## src/rtl/bin2bcd_seq_if.sv

```systemverilog
// Handshake and result bundle for the sequential binary-to-BCD converter.
// The master side drives the request; the slave side (the converter)
// returns status and the packed BCD result.
interface bin2bcd_seq_if #(
    parameter int BIN_W  = 8,
    parameter int DIGITS = 3
);
    logic                  start;
    logic [BIN_W-1:0]      bin_in;
    logic                  busy;
    logic                  done;
    logic [4*DIGITS-1:0]   bcd_out;
    logic                  ovf;

    modport master (
        output start, bin_in,
        input  busy, done, bcd_out, ovf
    );

    modport slave (
        input  start, bin_in,
        output busy, done, bcd_out, ovf
    );
endinterface

```

## src/rtl/bin2bcd_seq.sv

```systemverilog
// Sequential binary-to-BCD converter (shift-and-add-3, one bit per clock).
// A conversion takes BIN_W SHIFT cycles plus one DONE cycle; the result and
// overflow flag are registered together with a one-cycle done pulse and then
// held until the next conversion completes.
module bin2bcd_seq #(
    parameter int BIN_W  = 8,
    parameter int DIGITS = 3
) (
    input  logic          clk,
    input  logic          rst,
    bin2bcd_seq_if.slave  bus
);
    localparam int CNT_W = $clog2(BIN_W + 1);
    localparam int SCR_W = 4 * DIGITS;

    typedef enum logic [1:0] {
        S_IDLE,
        S_SHIFT,
        S_DONE
    } state_t;

    state_t             r_state;
    state_t             w_state_nxt;
    logic               w_load;
    logic               w_shift;
    logic               w_finish;

    logic [CNT_W-1:0]   r_cnt;
    logic [BIN_W-1:0]   r_bin;
    logic [SCR_W-1:0]   r_scr;
    logic [SCR_W-1:0]   w_adj;
    logic               r_ovf_acc;
    logic [SCR_W-1:0]   r_bcd;
    logic               r_ovf;
    logic               r_done;

    // State register.
    // NOTE: sequential state uses non-blocking (<=) so every flop samples the
    // pre-edge values regardless of statement order across always blocks.
    always_ff @(posedge clk or posedge rst) begin
        if (rst) begin
            r_state <= S_IDLE;
        end else begin
            r_state <= w_state_nxt;
        end
    end

    // Next-state and datapath control decode.
    // NOTE: every signal written here gets a default first; a path that left
    // one unassigned would infer a latch.
    always_comb begin
        w_state_nxt = r_state;
        w_load      = 1'b0;
        w_shift     = 1'b0;
        w_finish    = 1'b0;
        case (r_state)
            S_IDLE: begin
                if (bus.start) begin
                    w_load      = 1'b1;
                    w_state_nxt = S_SHIFT;
                end
            end
            S_SHIFT: begin
                w_shift = 1'b1;
                // Counter value 1 means this cycle consumes the last bit.
                if (r_cnt == CNT_W'(1)) begin
                    w_state_nxt = S_DONE;
                end
            end
            S_DONE: begin
                w_finish    = 1'b1;
                w_state_nxt = S_IDLE;
            end
            default: begin
                w_state_nxt = S_IDLE;
            end
        endcase
    end

    // Add-3 correction: each scratch digit >= 5 gets +3 before the shift so
    // that doubling it carries correctly into the next decimal digit.
    always_comb begin
        w_adj = r_scr;
        for (int d = 0; d < DIGITS; d++) begin
            if (r_scr[4*d +: 4] >= 4'd5) begin
                w_adj[4*d +: 4] = r_scr[4*d +: 4] + 4'd3;
            end
        end
    end

    // Conversion datapath: load on accept, shift one bit per SHIFT cycle,
    // publish result and overflow in DONE.
    always_ff @(posedge clk or posedge rst) begin
        if (rst) begin
            r_cnt     <= '0;
            r_bin     <= '0;
            r_scr     <= '0;
            r_ovf_acc <= 1'b0;
            r_bcd     <= '0;
            r_ovf     <= 1'b0;
            r_done    <= 1'b0;
        end else begin
            r_done <= w_finish;
            if (w_load) begin
                r_bin     <= bus.bin_in;
                r_scr     <= '0;
                r_ovf_acc <= 1'b0;
                r_cnt     <= CNT_W'(BIN_W);
            end
            if (w_shift) begin
                r_scr     <= {w_adj[SCR_W-2:0], r_bin[BIN_W-1]};
                r_bin     <= {r_bin[BIN_W-2:0], 1'b0};
                // Any bit pushed out of the top digit is lost magnitude.
                r_ovf_acc <= r_ovf_acc | w_adj[SCR_W-1];
                r_cnt     <= r_cnt - CNT_W'(1);
            end
            if (w_finish) begin
                r_bcd <= r_scr;
                r_ovf <= r_ovf_acc;
            end
        end
    end

    assign bus.busy    = (r_state != S_IDLE);
    assign bus.done    = r_done;
    assign bus.bcd_out = r_bcd;
    assign bus.ovf     = r_ovf;
endmodule

```

## src/flat_wrapper.sv

```systemverilog
// flat-port wrapper written by rule: the top's interface ports become plain ports
module bin2bcd_seq_flat 
#(
    parameter int BIN_W  = 8,
    parameter int DIGITS = 3
)
  (clk, rst, bus_start, bus_bin_in, bus_busy, bus_done, bus_bcd_out, bus_ovf);
  bin2bcd_seq_if #(.BIN_W(BIN_W), .DIGITS(DIGITS)) bus_i ();
  input  logic clk;
  input  logic rst;
  input wire logic [$bits(bus_i.start)-1:0] bus_start;
  input wire logic [$bits(bus_i.bin_in)-1:0] bus_bin_in;
  output wire logic [$bits(bus_i.busy)-1:0] bus_busy;
  output wire logic [$bits(bus_i.done)-1:0] bus_done;
  output wire logic [$bits(bus_i.bcd_out)-1:0] bus_bcd_out;
  output wire logic [$bits(bus_i.ovf)-1:0] bus_ovf;
  assign bus_i.start = bus_start;
  assign bus_i.bin_in = bus_bin_in;
  assign bus_busy = bus_i.busy;
  assign bus_done = bus_i.done;
  assign bus_bcd_out = bus_i.bcd_out;
  assign bus_ovf = bus_i.ovf;
  bin2bcd_seq #(.BIN_W(BIN_W), .DIGITS(DIGITS)) u_core (.clk(clk), .rst(rst), .bus(bus_i));
endmodule
```

## config.mk

```make
export PLATFORM = sky130hd
export DESIGN_NAME = bin2bcd_seq_flat
export DESIGN_NICKNAME = d
export VERILOG_FILES = /design/src/rtl/bin2bcd_seq_if.sv /design/src/rtl/bin2bcd_seq.sv /design/src/flat_wrapper.sv
export SDC_FILE = /design/constraint.sdc
export NUM_CORES = 1
export LEC_CHECK = 0
export BUFFER_PORTS_ARGS = -buffer_cell sky130_fd_sc_hd__buf_2
export CORE_MARGIN = 2
export CORE_UTILIZATION = 45
export CTS_BUF_LIST = sky130_fd_sc_hd__clkbuf_8
export CTS_CLUSTER_DIAMETER = 30
export CTS_CLUSTER_SIZE = 20
export DETAILED_ROUTE_END_ITERATION = 16
export GPL_ROUTABILITY_DRIVEN = 0
export PLACE_DENSITY_LB_ADDON = 0.1
export SETUP_SLACK_MARGIN = 0.15
export SLEW_MARGIN = 20
export SYNTH_ARGS = -nofsm -noshare
export SYNTH_HDL_FRONTEND = slang
export SYNTH_SLANG_ARGS = --single-unit
```

## constraint.sdc

```tcl
create_clock -name clk -period 4 [get_ports clk]
set_clock_uncertainty 0.15 [all_clocks]
set_input_delay 0.2 -clock clk [delete_from_list [all_inputs] [get_ports clk]]
set_output_delay 0.2 -clock clk [all_outputs]
set_load 0.02 [all_outputs]
```

; Word level (Yosys, flattened, before mapping)
; Index checks and enable logic that the tools add are counted.
[word_totals]
ff_bits = 41
word_cells = 43
[classes]
n_addsub = 4
order_cmp = 3
n_eq_ne = 5
muxes = 18
bitwise_logic = 1
n_reduce_logical = 4
[ops]
columns = op, n
row1 = 2-to-1 mux 12 bit, 2
row2 = 2-to-1 mux 4 bit, 5
row3 = 2-to-1 mux 8 bit, 2
row4 = "adder 4 x 2 -> 4 bit, second input constant", 3
row5 = ">= comparator 4 x 3 -> 1 bit, second input constant", 3
row6 = 2-to-1 mux 1 bit, 6
row7 = "equality test 4 x 1 -> 1 bit, second input constant", 1
row8 = 2-to-1 mux 2 bit, 2
row9 = case mux 2 bit (2 select lines), 1
row10 = nonzero test 2 bit, 2
row11 = "subtractor 4 x 1 -> 4 bit, second input constant", 1
row12 = "equality test 2 x 1 -> 1 bit, second input constant", 1
row13 = "equality test 2 bit, second input constant", 1
row14 = zero test 2 bit, 1
row15 = "inequality test 2 x 1 -> 1 bit, second input constant", 1
row16 = "inequality test 2 bit, second input constant", 1
row17 = AND reduction 2 bit, 1
row18 = OR 1 bit, 1

; Logic depth before layout (Yosys ltp)
; Gate-level depths: netlist of the first run.
[logic_depth]
word_depth = 4
mapped_depth = 6
depth_no_buf = 6

; Worst setup path before layout of the first run
; OpenSTA, ideal clock, no wires.
[synth_path]
path_type = reg-to-reg
from = register u_core.r_scr[0]
to = register u_core.r_scr[2]
arrival_ns = 1.244
t_required_ns = 3.729
path_slack_ns = 2.485
stages_incl_launch_ff = 7
path_buffers = 0
synth_period_minus_slack_ns = 1.515
path_cell_list = dfrtp_1 inv_1 ha_1 nand2b_1 a21oi_1 mux2i_1 a22o_1
[synth_via]
elab_chain_cells = 3
elab_cells_between_ends = 4
[synth_lines]
columns = item, line
row1 = start: declaration, bin2bcd_seq.sv:30  ; logic [SCR_W-1:0] r_scr;
row2 = start signal: assignment, bin2bcd_seq.sv:111  ; r_scr <= {w_adj[SCR_W-2:0], r_bin[BIN_W-1]};
row3 = adder 4 x 2 -> 4 bit or >= comparator 4 x 3 -> 1 bit (tied branches), "bin2bcd_seq.sv:86, bin2bcd_seq.sv:85"
row4 = 2-to-1 mux 4 bit *, bin2bcd_seq.sv:85  ; if (r_scr[4*d +: 4] >= 4'd5) begin
row5 = 2-to-1 mux 12 bit *, bin2bcd_seq.sv:110  ; if (w_shift) begin
; Mark *: on every way between the ends. The rest lies on a longest branch, timed or not.
; A chain may end at the register's enable or synchronous reset.

; Worst setup path after layout of the first run
[layout_path]
from = register u_core.r_state[1]
to = register u_core.r_cnt[3]
[layout_via]
elab_chain_cells = 3
elab_cells_between_ends = 6
[layout_lines]
columns = item, line
row1 = start: declaration, bin2bcd_seq.sv:22  ; state_t r_state;
row2 = start signal: assignment, bin2bcd_seq.sv:44  ; r_state <= w_state_nxt;
row3 = equality test 2 x 1 -> 1 bit or zero test 2 bit (tied branches), bin2bcd_seq.sv:56  ; case (r_state)
row4 = 2-to-1 mux 1 bit, bin2bcd_seq.sv:56
row5 = 2-to-1 mux 4 bit or nonzero test 2 bit (tied branches), --
row6 = end signal: assignment, bin2bcd_seq.sv:108  ; r_cnt <= CNT_W'(BIN_W);
row7 = end signal: assignment, bin2bcd_seq.sv:115  ; r_cnt <= r_cnt - CNT_W'(1);
row8 = end: declaration, bin2bcd_seq.sv:28  ; logic [CNT_W-1:0] r_cnt;
; Parallel ways exist; a longest one is shown, timed or not.

==> results of run 1 <==
[sequential cells by signal, summed over array words and instances, names as in the netlist]
register            flops
u_core.bus.bcd_out     12
u_core.bus.done         1
u_core.bus.ovf          1
u_core.r_bin            8
u_core.r_cnt            4
u_core.r_ovf_acc        1
u_core.r_scr           12
u_core.r_state          2
[cells in the mapped netlist (2+ instances only)]
library cell / count
inv_1: 12
mux2i_1: 3
buf_4: 4
a21oi_1: 2
nand3_1: 4
a31oi_1: 8
nor3_1: 3
nor2_1: 10
dfrtp_1: 41
buf_2: 3
o21ai_0: 21
mux2_2: 6
ha_1: 8
a21oi_2: 2
o31ai_1: 2
xnor2_1: 4
nand2b_1: 5
nand2_1: 34
a22o_1: 4
xor2_1: 2
[metal layers]
layer | vias up | global-route usage [%] | part of all wire, % | wire length (µm)
met5 | - | 0 | 0 | 0
met4 | 0 | 6.127 | 1.6 | 59
met3 | 8 | 3.896 | 4.2 | 152
met2 | 40 | 32.45 | 48 | 1725
met1 | 644 | 20.33 | 46 | 1665
li1 | 677 | - | - | -
[area by class of cell]
type / instances / area [µm²] / area share [%]
Tap cell: 50 / 62.56 / 2.909
Sequential cell: 41 / 1026 / 47.70
Clock inverter: 3 / 13.76 / 0.6399
Inverter: 12 / 45.04 / 2.094
Timing Repair Buffer: 28 / 152.6 / 7.097
Clock buffer: 5 / 68.82 / 3.200
Multi-Input combinational cell: 125 / 782.0 / 36.36
[worst paths after layout]
check                                        from         endpoint  slack [ps]  depth (start not counted)
worst max-delay path            u_core.r_state[1]  u_core.r_cnt[3]        2040                          4
worst max register to register  u_core.r_state[1]  u_core.r_cnt[3]        2040                          4
max in group asynchronous                     rst  u_core.r_bin[3]        2750                          4
worst min-delay path                bus_bin_in[7]  u_core.r_bin[7]           8                          3
worst min register to register     u_core.bus.ovf   u_core.bus.ovf         320                          2
min in group asynchronous                     rst  u_core.r_cnt[0]         220                          3
[timing repair]
action / in CTS / in global routing
endpoints found under the hold margin: 7 / 0
hold buffers: 2 / 0
setup buffers: 0 / 0
endpoints found under the setup margin: 0 / 0
[worst register-to-register path, stage by stage, from the launching register on]
cell      delay [ps]
dfrtp_1          410
nand2b_1         650
nor4_4           400
xnor2_1          160
nand2_1           60
[logic make-up after synthesis]
kind of cell | count (synthesis) | synth area share [%]
multiplexers | 9 | 5.142
flip-flops | 41 | 54.05
adder cells (fa/ha/maj) | 8 | 5.274
buffers and inverters | 20 | 4.943
AND/OR/NAND/NOR | 61 | 14.70
XOR/XNOR | 6 | 2.769
AO/OA/AOI/OAI | 41 | 13.12
[per-stage QoR]
step                instance area (µm²)  total power, mW  std cells
floorplan                          1898            1.269        186
global placement                   2044            1.396        254
detailed placement                 2044            1.439        254
CTS                                2147            1.699        264
global route                       2151            1.848        264
finish                             2151            1.692        264
[where the power goes]
part | total, mW | leakage, nW | switching [mW] | internal [mW]
Clock | 0.255 | 0.0491 | 0.137 | 0.118
Combinational | 0.720 | 0.514 | 0.425 | 0.295
Sequential | 0.716 | 0.520 | 0.131 | 0.585
Total | 1.69 | 1.08 | 0.693 | 0.999
==> flow_summary.ini, run 1 <==
[worst_setup_path]
critical_path_buf_inv_count = 0
crit_path_max_fanout = 28
critPathKind = reg2reg
crit_chain = nand2b_1, nor4_4, xnor2_1, nand2_1
cp.arrival_ps = 1970
cp-end-kind = flip-flop
required_ps = 4010
critPathSlowestCell = nand2b_1
critPathTopFamily = simple AND/OR/NAND/NOR gates
worst_setup_path_start_kind = flip-flop
cp_slowest_stage_delay_ps = 650

[sta]
slew_headroom_pct = 27.77
finalCritPeriodShare_pct = 48.88
setup-tns-final_ps = 0
max_clock_freq_mhz = 511.5
worst_pin_slew_ps = 1083
fin_crit_ps = 1955
hold_viol_final = 0
setup_ws_ps = 2045
slew_violations = 0
setup_violations = 0
hold_slack_ps = 8.134
rsz0062_at_grt = no

[drt]
vias_per_cell = 5.186
drc_errors = 0
drt_iter0_drc = 89
drt_wl_total_um = 3602
wire_per_inst_um = 13.64
first_pass_iters = 4
detail-route-antenna-nets = 0
vias = 1369

[yosys]
syn_area_per_cell_um2 = 10.20
synth.largest_area_cell = dfrtp_1
syn_nets = 205
yosys_warnings = 0
syn_area_mm2 = 0.001898
ys_ff_latch = 41
seq_area_frac_synth_pct = 54.05
synth_cell_types = 28
ys_top_cells_by_area = dfrtp_1 (54%), nand2_1 (6.7%), o21ai_0 (5.5%)
synth_flop_cell = dfrtp_1
ys_async_sr_fraction_pct = 100.0
synth_edf_count = 0
synth.top_cell.area_share_pct = 54.05
synth_cells = 186

[grt]
overflow = 0
grt_max_degree = 36
antenna_found_initial = 0
grt_pass1_wl_um = 6147
grt_pass1_vias = 1412
grt_usage_pct = 17.75

[cts]
cts_sinks = 41
insertion_delay_ps = 290
clkTransAtPathRegs_ps = 70
cts-root-buf = clkbuf_8
htreeDepth = 2
cts_resized = 0
clockBufferDepth = 2
cts_buffers = 5
cts_tree = done

[pwr]
p_per_area_mw_per_mm2 = 786.5
peakVddDrop_v = 0.0002772
power.leakage_nw = 1.083

[place]
pre_cts_ws_ps = 2077
io_buffers = 25
dp_hpwl_um = 2465

[run]
max-cap-violations = 0

[cells_and_area]
area_delta_synth_final_pct = 13.32
final_cell_mix = dfrtp_1 (41), nand2_1 (34), buf_2 (25)
final_nets = 232
fill_cells = 368
post-route-util_pct = 53.39
drive_gt1_share_pct = 20.09
final_common_cell = dfrtp_1
diodes = 0

[die]
die_y_um = 68.95
die-area_mm2 = 0.004753
initial_core_util_pct = 47.11
die_w_um = 68.95
fp-row-count = 23
coreArea_mm2 = 0.004029
io-pin-count = 26

[min_path]
hp-class = in2reg

[run_status]
status = finished, final reports clean
Note: power is estimated with default switching activity, not from simulation.
==> inputs of run 2 (changes only) <==
clock period = 1.75 ns   (was 4 ns; I/O delays follow)
==> flow_summary.ini, run 2 (same netlist as run 1, synthesis figures left out) <==
[sta]
hold_slack_ps = 80.34
max_clock_freq_mhz = 639.7
slew_violations = 0
hold_viol_final = 0
setup-tns-final_ps = 0
setup_ws_ps = 186.8
finalCritPeriodShare_pct = 89.33
slew_headroom_pct = 65.39
worst_pin_slew_ps = 519.2
fin_crit_ps = 1563
setup_violations = 0
rsz0062_at_grt = no

[drt]
wire_per_inst_um = 13.70
vias = 1469
drc_errors = 0
drt_wl_total_um = 3891
drt_iter0_drc = 78
first_pass_iters = 4
detail-route-antenna-nets = 0
vias_per_cell = 5.173

[grt]
grt_pass1_vias = 1395
grt_pass1_wl_um = 6161
overflow = 0
grt_max_degree = 42
grt_usage_pct = 17.92
antenna_found_initial = 0

[worst_setup_path]
cp_slowest_stage_delay_ps = 370
cp-end-kind = flip-flop
critPathSlowestCell = dfrtp_1
worst_setup_path_start_kind = flip-flop
crit_path_max_fanout = 4
required_ps = 1830
crit_chain = inv_2, ha_2, nand2b_1, a21oi_2, mux2i_1, a22o_1
critPathKind = reg2reg
cp.arrival_ps = 1640

[cells_and_area]
final_nets = 252
diodes = 0
drive_gt1_share_pct = 30.77
final_cell_mix = dfrtp_1 (41), nand2_1 (34), buf_2 (25)
final_common_cell = dfrtp_1
post-route-util_pct = 60.25
final_cell_count_no_fill = 284
area_delta_synth_final_pct = 27.88
design_area_mm2 = 0.002427

[place]
dpl.cell_count = 259
dp_hpwl_um = 2610
place_area_mm2 = 0.002095
io_buffers = 25
pre_cts_ws_ps = -41.70

[die]
die_w_um = 68.95
initial_core_util_pct = 47.11
die_y_um = 68.95
io-pin-count = 26
fp-row-count = 23
coreArea_mm2 = 0.004029
die-area_mm2 = 0.004753

[cts]
cts-root-buf = clkbuf_8
clockBufferDepth = 2
htreeDepth = 2
clkTransAtPathRegs_ps = 80
cts_buffers = 5
insertion_delay_ps = 290
cts_sinks = 41
cts_tree = done

[pwr]
p_per_area_mw_per_mm2 = 1800
power.total_mw = 4.370
peakVddDrop_v = 0.0007925
power.leakage_nw = 1.187

[run_status]
status = finished, final reports clean

[run]
max-cap-violations = 0

[min_path]
hp-class = in2reg
==> run 2: cell count changes in the layout (fill, tap and decap cells not counted), sizes merged <==
cell,delta
clkinv,-1
buf,+13
inv,-1
clkbuf,+2
dlygate4sd3,+7
==> run 2: area by class of cell <==
class / instances / area (µm²)
fill: 341 / 1602
sequential: 41 / 1026
multi-input combinational: 125 / 859.6
timing repair buffer: 48 / 332.8
clock buffer: 7 / 96.34
tap: 50 / 62.56
inverter: 12 / 45.04
clock inverter: 1 / 5.005
==> run 2: metal layers <==
metal	wire (µm)	part of all wire, %	GRT usage [%]	up-vias
met3	115	3.0	3.896	5
met2	2093	54	32.93	31
met4	53	1.4	7.353	0
li1	-	-	-	718
met1	1628	42	19.88	715
met5	0	0	0	-
==> run 2: repair_timing <==
action | 4_1_cts | 5_1_grt
hold buffers | 9 | 0
gates resized for setup | 9 | 12
pin swaps | 3 | 7
setup buffers | 1 | 7
endpoints found under the hold margin | 49 | 0
setup endpoints to repair | 15 | 14
==> run 2: worst paths after layout <==
path	from	endpoint	slack, ps	depth (start not counted)
min in group asynchronous	rst	u_core.r_bin[3]	310	4
worst min register to register	u_core.bus.bcd_out[5]	u_core.bus.bcd_out[5]	320	2
worst max-delay path	u_core.r_scr[9]	u_core.r_scr[10]	190	6
max in group asynchronous	rst	u_core.bus.ovf	780	4
worst min-delay path	bus_start	u_core.r_scr[8]	80	4
worst max register to register	u_core.r_scr[9]	u_core.r_scr[10]	190	6
==> run 2: worst max-delay path, delay by kind of cell, from the launching register on <==
family / cells / cell delay, ps
AOI/OAI and AO/OA: 2 / 360
DFF: 1 / 370
buffers and inverters: 1 / 70
adders and majority gates: 1 / 180
muxes: 1 / 220
and+or+nand+nor: 1 / 150
==> run 2: report_power, final <==
group	total [mW]	internal, mW	switching, mW
Sequential	1.65	1.34	0.319
Clock	0.674	0.356	0.317
Combinational	2.04	0.972	1.07
Total	4.37	2.66	1.71
==> inputs of run 3 (changes only) <==
clock period = 1.4 ns   (was 1.75 ns; I/O delays follow)
==> flow_summary.ini, run 3 (same netlist as run 1, synthesis figures left out) <==
[place]
pre_cts_ws_ps = -64.01
dp_hpwl_um = 2584
place_area_mm2 = 0.002300
io_buffers = 25

[run]
max-cap-violations = 0

[cts]
cts_buffers = 5
insertion_delay_ps = 290
cts-root-buf = clkbuf_8
cts_tree = done
clockBufferDepth = 2
clkTransAtPathRegs_ps = 80
htreeDepth = 2
cts_sinks = 41

[pwr]
power.internal_mw = 4.477
clkPwrFrac_pct = 13.1
p_switching_mw = 2.963
p_comb_share_pct = 56.7
power_frac_seq_pct = 30.1
peakVddDrop_v = 0.001322
power.leakage_nw = 1.485
switching_share_pct = 39.83
p_per_area_mw_per_mm2 = 2365

[sta]
hold_viol_final = 0
max_clock_freq_mhz = 659.0
hold_slack_ps = 53.40
setup-tns-final_ps = -683.5
setup_ws_ps = -117.4
fin_crit_ps = 1517
slew_violations = 0
slew_headroom_pct = 65.10
worst_pin_slew_ps = 523.5
setup_violations = 11
finalCritPeriodShare_pct = 108.4
rsz0062_at_grt = yes

[drt]
drt_iter0_drc = 101
dr_wl_met2_um = 2861
vias_per_cell = 5.310
drc_errors = 0
first_pass_iters = 4
detail-route-antenna-nets = 0
vias = 1662
wire_per_inst_um = 16.77
top_layer_used = met4
wl_met1_um = 2158
drt_wl_total_um = 5249
wl_met3_um = 150

[cells_and_area]
fill_cells = 267
post-route-util_pct = 78.07
area_delta_synth_final_pct = 65.72
drive_gt1_share_pct = 58.94
diodes = 0
final_common_cell = dfrtp_1
final_nets = 281
design_area_mm2 = 0.003146
final_cell_mix = dfrtp_1 (36), buf_2 (24), buf_4 (21)

[die]
die_y_um = 68.95
coreArea_mm2 = 0.004029
fp-row-count = 23
die_w_um = 68.95
initial_core_util_pct = 47.11
io-pin-count = 26
die-area_mm2 = 0.004753

[grt]
overflow = 0
grt_max_degree = 42
antenna_found_initial = 0
grt_pass1_wl_um = 7065
grt_pass1_vias = 1484
grt_usage_pct = 20.63

[min_path]
hp-class = in2reg
hold_path_depth = 3

[worst_setup_path]
cp.arrival_ps = 1600
critPathKind = reg2reg
cp-end-kind = flip-flop
worst_setup_path_start_kind = flip-flop
crit_path_max_fanout = 4
required_ps = 1480
r2r.worst_path.cells = 5

[run_status]
status = finished with violations
violations = setup timing
==> run 3: cell types whose count changed in the layout (fill, tap and decap cells not counted), moves of 6 or more <==
cell	before	now
nand2_1	34	10
o21ai_0	21	0
nand2_2	0	17
buf_4	13	21
mux2_2	6	0
nand2_4	0	6
buf_6	0	14
o21ai_1	0	16
mux2_4	0	6
==> run 3: area by class of cell <==
| class | count | area [µm²] | area share [%] |
|---|---|---|---|
| repair buffers | 75 | 660.6 | 21.00 |
| flip-flops and latches | 41 | 1032 | 32.82 |
| well taps | 50 | 62.56 | 1.989 |
| clock buffers | 6 | 82.58 | 2.625 |
| clock inverters | 2 | 33.78 | 1.074 |
| inverters | 12 | 45.04 | 1.432 |
| multi-input cells | 127 | 1229 | 39.06 |
==> run 3: per-layer routing <==
metal / global-route usage [%] / vias to the layer above
li1: - / 787
met1: 25.39 / 832
met2: 35.94 / 35
met3: 4.870 / 8
met4: 5.882 / 0
met5: 0 / -
==> run 3: worst paths after layout <==
| path | start | endpoint | slack, ps |
|---|---|---|---|
| max | u_core.r_scr[8] | u_core.r_scr[10] | -120 |
| min | bus_start | u_core.r_state[0] | 50 |
| max reg2reg | u_core.r_scr[8] | u_core.r_scr[10] | -120 |
| min reg2reg | u_core.bus.bcd_out[4] | u_core.bus.bcd_out[4] | 350 |
| max in group asynchronous | rst | u_core.r_cnt[0] | 410 |
| min in group asynchronous | rst | u_core.r_bin[2] | 300 |
==> run 3: timing repair <==
action | 4_1_cts | 5_1_grt
pin swaps | 23 | 36
setup buffers | 10 | 11
gates resized for setup | 50 | 64
setup endpoints to repair | 36 | 41
gates cloned | 4 | 2
endpoints found under the hold margin | 51 | 0
hold buffers | 10 | 0
==> run 3: metrics by stage <==
step,cells,total power [mW]
6_report,313,7.440
5_1_grt,313,7.897
4_1_cts,300,6.395
3_5_place_dp,268,4.743
3_3_place_gp,268,4.609
2_1_floorplan,186,4.004
==> run 3: power by group through the flow <==
| stage | clock network [mW] | registers, mW | logic [mW] |
|---|---|---|---|
| floorplan | 0 | 2.20 | 1.80 |
| global placement | 0 | 2.08 | 2.53 |
| detailed placement | 0 | 2.11 | 2.63 |
| CTS | 0.993 | 2.11 | 3.29 |
| global route | 1.05 | 2.30 | 4.55 |
| finish | 0.978 | 2.24 | 4.22 |
==> run 3: critical path, cell delays in order (launching register included) <==
cell      delay [ps]
dfrtp_1          450
ha_2             200
nand2b_4         140
a21oi_4          190
mux2i_1          200
a22o_1           130
